--- src/rtl/condiciona_botoes_pkg.sv ---
// Shared definitions for the button-conditioning stage: FSM state encoding
// (matches the debug display decoding of db_estado) and the default button count.
package condiciona_botoes_pkg;

  localparam int N_BOTOES_PADRAO = 8;

  typedef enum logic [1:0] {
    ESPERA      = 2'd0,
    PRESSIONADO = 2'd1,
    INVALIDO    = 2'd2
  } estado_t;

endpackage

--- src/rtl/condiciona_botoes_if.sv ---
// Bus between the raw button/control side and the conditioning stage.
// master drives buttons and habilita; slave is the conditioning stage itself.
interface condiciona_botoes_if
  import condiciona_botoes_pkg::*;
#(
  parameter int N_BOTOES = N_BOTOES_PADRAO
);

  logic [N_BOTOES-1:0] botoes;
  logic                habilita;
  logic [N_BOTOES-1:0] jogada;
  logic                fez_jogada;
  logic                jogada_invalida;
  logic [N_BOTOES-1:0] db_botoes_estaveis;
  logic [1:0]          db_estado;

  modport master (
    output botoes,
    output habilita,
    input  jogada,
    input  fez_jogada,
    input  jogada_invalida,
    input  db_botoes_estaveis,
    input  db_estado
  );

  modport slave (
    input  botoes,
    input  habilita,
    output jogada,
    output fez_jogada,
    output jogada_invalida,
    output db_botoes_estaveis,
    output db_estado
  );

endinterface

--- src/rtl/condiciona_botoes_debounce_bit.sv ---
// One button line: 2-flop synchroniser followed by a stability counter.
// Defining BOTOES_BYPASS_DEBOUNCE_EN removes the counter (estavel = synchronised level).
module condiciona_botoes_debounce_bit #(
  parameter int DEBOUNCE_CICLOS = 50000
) (
  input  logic clock,
  input  logic reset,
  input  logic botao,
  output logic estavel
);

  logic sync1_q, sync1_d;
  logic sync2_q, sync2_d;

  always_comb begin
    sync1_d = botao;
    sync2_d = sync1_q;
  end

  always_ff @(posedge clock) begin
    if (reset) begin
      sync1_q <= 1'b0;
      sync2_q <= 1'b0;
    end else begin
      sync1_q <= sync1_d;
      sync2_q <= sync2_d;
    end
  end

`ifdef BOTOES_BYPASS_DEBOUNCE_EN

  assign estavel = sync2_q;

`else

  localparam int CW = $clog2(DEBOUNCE_CICLOS);
  localparam logic [CW-1:0] LIMITE = CW'(DEBOUNCE_CICLOS - 1);

  logic [CW-1:0] cnt_q, cnt_d;
  logic          estavel_q, estavel_d;

  // The level is accepted on the DEBOUNCE_CICLOS-th consecutive differing sample.
  always_comb begin
    cnt_d     = cnt_q;
    estavel_d = estavel_q;
    if (sync2_q == estavel_q) begin
      cnt_d = '0;
    end else if (cnt_q == LIMITE) begin
      estavel_d = sync2_q;
      cnt_d     = '0;
    end else begin
      cnt_d = cnt_q + 1'b1;
    end
  end

  always_ff @(posedge clock) begin
    if (reset) begin
      cnt_q     <= '0;
      estavel_q <= 1'b0;
    end else begin
      cnt_q     <= cnt_d;
      estavel_q <= estavel_d;
    end
  end

  assign estavel = estavel_q;

`endif

endmodule

--- src/rtl/condiciona_botoes.sv ---
// Button conditioning: per-bit sync/debounce plus a one-button-at-a-time FSM
// producing a registered one-hot jogada and single-cycle strobes.
module condiciona_botoes
  import condiciona_botoes_pkg::*;
#(
  parameter int N_BOTOES        = N_BOTOES_PADRAO,
  parameter int DEBOUNCE_CICLOS = 50000
) (
  input logic             clock,
  input logic             reset,
  condiciona_botoes_if.slave bus
);

  logic [N_BOTOES-1:0] estavel;

  for (genvar i = 0; i < N_BOTOES; i++) begin : g_debounce
    condiciona_botoes_debounce_bit #(
      .DEBOUNCE_CICLOS(DEBOUNCE_CICLOS)
    ) u_debounce (
      .clock   (clock),
      .reset   (reset),
      .botao   (bus.botoes[i]),
      .estavel (estavel[i])
    );
  end

  estado_t             estado_q, estado_d;
  logic [N_BOTOES-1:0] jogada_q, jogada_d;
  logic                fez_jogada_q, fez_jogada_d;
  logic                jogada_invalida_q, jogada_invalida_d;

  // Only ESPERA reacts to new presses, so holding or adding buttons never re-strobes.
  always_comb begin
    estado_d          = estado_q;
    jogada_d          = jogada_q;
    fez_jogada_d      = 1'b0;
    jogada_invalida_d = 1'b0;
    case (estado_q)
      ESPERA: begin
        if ($countones(estavel) == 1) begin
          estado_d = PRESSIONADO;
          if (bus.habilita) begin
            jogada_d     = estavel;
            fez_jogada_d = 1'b1;
          end
        end else if ($countones(estavel) > 1) begin
          estado_d          = INVALIDO;
          jogada_invalida_d = 1'b1;
        end
      end
      PRESSIONADO, INVALIDO: begin
        if (estavel == '0) estado_d = ESPERA;
      end
      default: estado_d = ESPERA;
    endcase
  end

  always_ff @(posedge clock) begin
    if (reset) begin
      estado_q          <= ESPERA;
      jogada_q          <= '0;
      fez_jogada_q      <= 1'b0;
      jogada_invalida_q <= 1'b0;
    end else begin
      estado_q          <= estado_d;
      jogada_q          <= jogada_d;
      fez_jogada_q      <= fez_jogada_d;
      jogada_invalida_q <= jogada_invalida_d;
    end
  end

  assign bus.jogada             = jogada_q;
  assign bus.fez_jogada         = fez_jogada_q;
  assign bus.jogada_invalida    = jogada_invalida_q;
  assign bus.db_botoes_estaveis = estavel;
  assign bus.db_estado          = estado_q;

endmodule

--- src/flat_wrapper.sv ---
// flat-port wrapper written by rule: the top's interface ports become plain ports
module condiciona_botoes_flat import condiciona_botoes_pkg::*;
#(
  parameter int N_BOTOES        = N_BOTOES_PADRAO,
  parameter int DEBOUNCE_CICLOS = 50000
)
  (clock, reset, bus_botoes, bus_habilita, bus_jogada, bus_fez_jogada, bus_jogada_invalida, bus_db_botoes_estaveis, bus_db_estado);
  condiciona_botoes_if #(.N_BOTOES(N_BOTOES)) bus_i ();
  input logic clock;
  input logic reset;
  input wire logic [$bits(bus_i.botoes)-1:0] bus_botoes;
  input wire logic [$bits(bus_i.habilita)-1:0] bus_habilita;
  output wire logic [$bits(bus_i.jogada)-1:0] bus_jogada;
  output wire logic [$bits(bus_i.fez_jogada)-1:0] bus_fez_jogada;
  output wire logic [$bits(bus_i.jogada_invalida)-1:0] bus_jogada_invalida;
  output wire logic [$bits(bus_i.db_botoes_estaveis)-1:0] bus_db_botoes_estaveis;
  output wire logic [$bits(bus_i.db_estado)-1:0] bus_db_estado;
  assign bus_i.botoes = bus_botoes;
  assign bus_i.habilita = bus_habilita;
  assign bus_jogada = bus_i.jogada;
  assign bus_fez_jogada = bus_i.fez_jogada;
  assign bus_jogada_invalida = bus_i.jogada_invalida;
  assign bus_db_botoes_estaveis = bus_i.db_botoes_estaveis;
  assign bus_db_estado = bus_i.db_estado;
  condiciona_botoes #(.N_BOTOES(N_BOTOES), .DEBOUNCE_CICLOS(DEBOUNCE_CICLOS)) u_core (.clock(clock), .reset(reset), .bus(bus_i));
endmodule
--- config.mk ---
export PLATFORM = sky130hd
export DESIGN_NAME = condiciona_botoes_flat
export DESIGN_NICKNAME = d
export VERILOG_FILES = /design/src/rtl/condiciona_botoes_pkg.sv /design/src/rtl/condiciona_botoes_if.sv /design/src/rtl/condiciona_botoes_debounce_bit.sv /design/src/rtl/condiciona_botoes.sv /design/src/flat_wrapper.sv
export SDC_FILE = /design/constraint.sdc
export NUM_CORES = 1
export LEC_CHECK = 0
export CORE_AREA = 3 3 111 135
export CTS_CLUSTER_SIZE = 8
export DETAILED_ROUTE_END_ITERATION = 12
export DIE_AREA = 0 0 114 138
export PLACE_DENSITY = 0.71
export SLEW_MARGIN = 15
export SYNTH_ARGS = -nofsm -noshare
export SYNTH_HDL_FRONTEND = slang
export SYNTH_HIERARCHICAL = 1
export SYNTH_SLANG_ARGS = --single-unit
--- constraint.sdc ---
create_clock -name clock -period 3.7 [get_ports clock]
set_input_delay 0.555 -clock clock [delete_from_list [all_inputs] [get_ports clock]]
set_output_delay 0.555 -clock clock [all_outputs]
set_load 0.02 [all_outputs]
==> metrics <==
initial cell density of the core=54.85%; GPL Wtd Cong=0.7797; Core Region=13,760 um^2; largest net degree at the start of global routing=54; placed cells=972; dominant synthesized flop cell=dfxtp_1; Final HPWL DP=9.627 mm; hold depth=1; most frequent cells after synthesis=dfxtp_1 (164), nor2_1 (153), xnor2_1 (112); dpl ws=60.97 ps; Lkg Pwr=2.810 nW; switch share=19.95%; final hold slack=437.6 ps; first-pass GRT wire length=23.31 mm; required time of the critical path=4050 ps; Hold/Removal Path Class=reg2reg; worst-case hold path end point=u_core/g_debounce[2].u_debounce/sync2_q; Internal=2.824 mW; routed wire length=13.75 mm; Reg area=3287 um^2; crit path max fanout=5; I/O Buffers=30; syn avg cell area=9.713 um^2; drt first pass iters=5; final-report hold violation count=0; crit-path max cell delay=560 ps; gr ovfl total=0; DRT iter0 DRCs=216; WL/cell=13.66 um; share of layout cells above drive strength 1=14.01%; top-count cell post-synth=dfxtp_1; Max-cap violations=0; clk slew on worst S/H paths=60 ps; CP arrival=4020 ps; R2R setup slack=20 ps; Antenna Nets Post-Route=0; final non-filler cell total=1,006; CTS tree=built; cell row count=47; Mapped Area=7547 um^2; met1 GRT Util=21.81%; initial antenna violation count=0; hold path start=u_core/g_debounce[2].u_debounce/sync1_q; Tmin final=3678 ps; # IOs=31; vias in the first global route=5,227; Worst Setup Start Kind=register; met2 Usage GRT=29.52%; final net count=850; total track usage=17.83%; synth unique cells=38; cell mode on critical path=fa_1; CTS Root Cell=clkbuf_16; Layout area overhead=14.36%; Syn Nets=805; Synth Register Bits=164; Peak VDD IR=0.3590 mV; diode count=0; synth top area cells=dfxtp_1 (44%), xnor2_1 (13%), nor2_1 (7.6%); Post-Syn Instances=777; Final Core Density=62.72%; unrepaired setup endpoints after global routing=yes; drc violations=0; synth warn=6; sequential-to-total area share from yosys stat=43.50%; Post-synth ARST share=0%; clk_skew=5.133 ps; Reg power frac=50.5%; crit path kind=reg2reg; Clock Power Share=48.2%; multi-input logic area=4025 um^2; Final Worst Setup Slack=22.08 ps; Final Cycle Share=99.40%; Die ar.=15,730 um^2; outcome=finished clean; Vias=5,310; CTS sink count=164; post-synth top area share=43.50%; leading area contributor after synthesis=dfxtp_1; Reg2Reg Depth=13; Worst Max-Slew Pin Slew=825.7 ps; worst r2r dst=u_core/bus.jogada[3]; Max H-tree Level=4; Die Y-Extent=138 um; Slew headroom=44.95%; Die Width=114 um; cts hold-fix bufs=0; Setup Viol. Count Final=0; CTS max path bufs=2; Crit-path slowest cell=fa_1; pins over their slew limit=0; reported net switching power=0.7040 mW; FILL cells=1,162; GR met3 Demand/Resource=4.677%; PD cells=408.8 nW/um^2; combinational power share=1.3%; Post-synth EDFFs=0; Via density=5.278; nature of the critical path endpoint=register; Clock Latency Late Sink=420 ps; CTS buffer count=17; Fmax=271.9 MHz; CP cell instances=inv_2, fa_1, fa_1, fa_1, inv_1, ha_2, inv_2, fa_1, and4bb_1, o2bb2ai_4, and4_4, buf_12, mux2i_1; Top Usage Layer GRT=met2; Critical R2R Launch=u_core/g_debounce[3].u_debounce/estavel
==> power groups by stage <==
stage / Combinational, mW / Clock, mW / Sequential [mW]
CTS: 0.0453 / 1.74 / 1.78
floorplan: 0.0294 / 0 / 1.82
global placement: 0.0445 / 0 / 1.82
detailed placement: 0.0451 / 0 / 1.82
finish: 0.0445 / 1.70 / 1.78
global route: 0.0496 / 1.81 / 1.78
==> worst max-delay path by stage <==
| stage | start | end | slack (ps) |
|---|---|---|---|
| after floorplan | u_core/g_debounce[1].u_debounce/estavel | u_core/bus.db_estado[1] | 30 |
| after global placement | u_core/g_debounce[0].u_debounce/estavel | u_core/bus.fez_jogada | 150 |
| after detailed placement | u_core/g_debounce[0].u_debounce/estavel | u_core/bus.jogada[6] | 60 |
| after CTS | u_core/g_debounce[0].u_debounce/estavel | u_core/bus.jogada[2] | 60 |
| after global routing | u_core/g_debounce[3].u_debounce/estavel | u_core/bus.jogada[3] | -110 |
| final | u_core/g_debounce[3].u_debounce/estavel | u_core/bus.jogada[3] | 20 |
==> area by class of cell <==
class	instances	share of cell area (%)
Clock inverter	8	1.174
Timing Repair Buffer	37	4.378
Inverter	41	1.783
Multi-Input combinational cell	561	46.64
Tap cell	171	2.479
Sequential cell	164	38.08
Clock buffer	24	5.465
==> repair_timing <==
action / in CTS / in global routing
endpoints found under the setup margin: 0 / 10
resized for setup: 0 / 8
buffers inserted: 0 / 1
==> placed cells by master, fill, tap and decap left out, types with 12 or more instances in the layout <==
master           count
inv_1               39
nor3_1              32
nor2b_1             16
nand2_1             26
mux2i_1             16
clkbuf_16           18
nor4_2              16
clkdlybuf4s50_1     29
nor4bb_1            16
nand2b_1            14
dfxtp_1            161
nor2_2              16
nor2_1             153
nand3_1             40
ha_1                12
xnor2_1            112
==> metrics by stage <==
stage | power [mW] | setup TNS (ps) | area [um^2]
floorplan | 1.849 | 0 | 7548
global placement | 1.865 | 0 | 7999
detailed placement | 1.867 | 0 | 7999
CTS | 3.571 | 0 | 8572
global route | 3.645 | -508.8 | 8631
finish | 3.528 | 0 | 8631
==> kinds of logic (layout without fill, tap and decap cells) <==
logic type               count (synthesis)  count (layout)  share of synthesized area [%]
AO/OA/AOI/OAI                            6               6                         0.6300
XOR/XNOR                               120             120                          13.93
adder cells (fa/ha/maj)                 17              17                          3.216
flip-flops                             164             164                          43.50
buffers and inverters                   52             110                          3.482
AND/OR/NAND/NOR                        402             402                          33.12
multiplexers                            16              16                          2.122
==> registers in the layout, summed over array words and instances, names as in the netlist <==
register                              cells
u_core/g_debounce.u_debounce/cnt_q      128
u_core/g_debounce.u_debounce/sync1_q      8
u_core/g_debounce.u_debounce/sync2_q      8
u_core/bus.jogada                         8
u_core/g_debounce.u_debounce/estavel      8
u_core/bus.jogada_invalida                1
u_core/bus.db_estado                      2
u_core/bus.fez_jogada                     1
==> routing by layer <==
metal	up-vias	part of all wire (%)
met5	-	0
met4	0	1.5
met3	16	3.3
met2	61	51
met1	2540	44
li1	2693	-
==> critical path: cells and delay by family (launching register included) <==
family | cells | cell delay [ps]
multiplexers | 1 | 180
AND/OR/NAND/NOR | 2 | 540
adder cells (fa/ha/maj) | 5 | 2130
flip-flops | 1 | 330
AO/OA/AOI/OAI | 1 | 150
buffers and inverters | 4 | 280
Note: power is estimated with default switching activity, not from simulation.
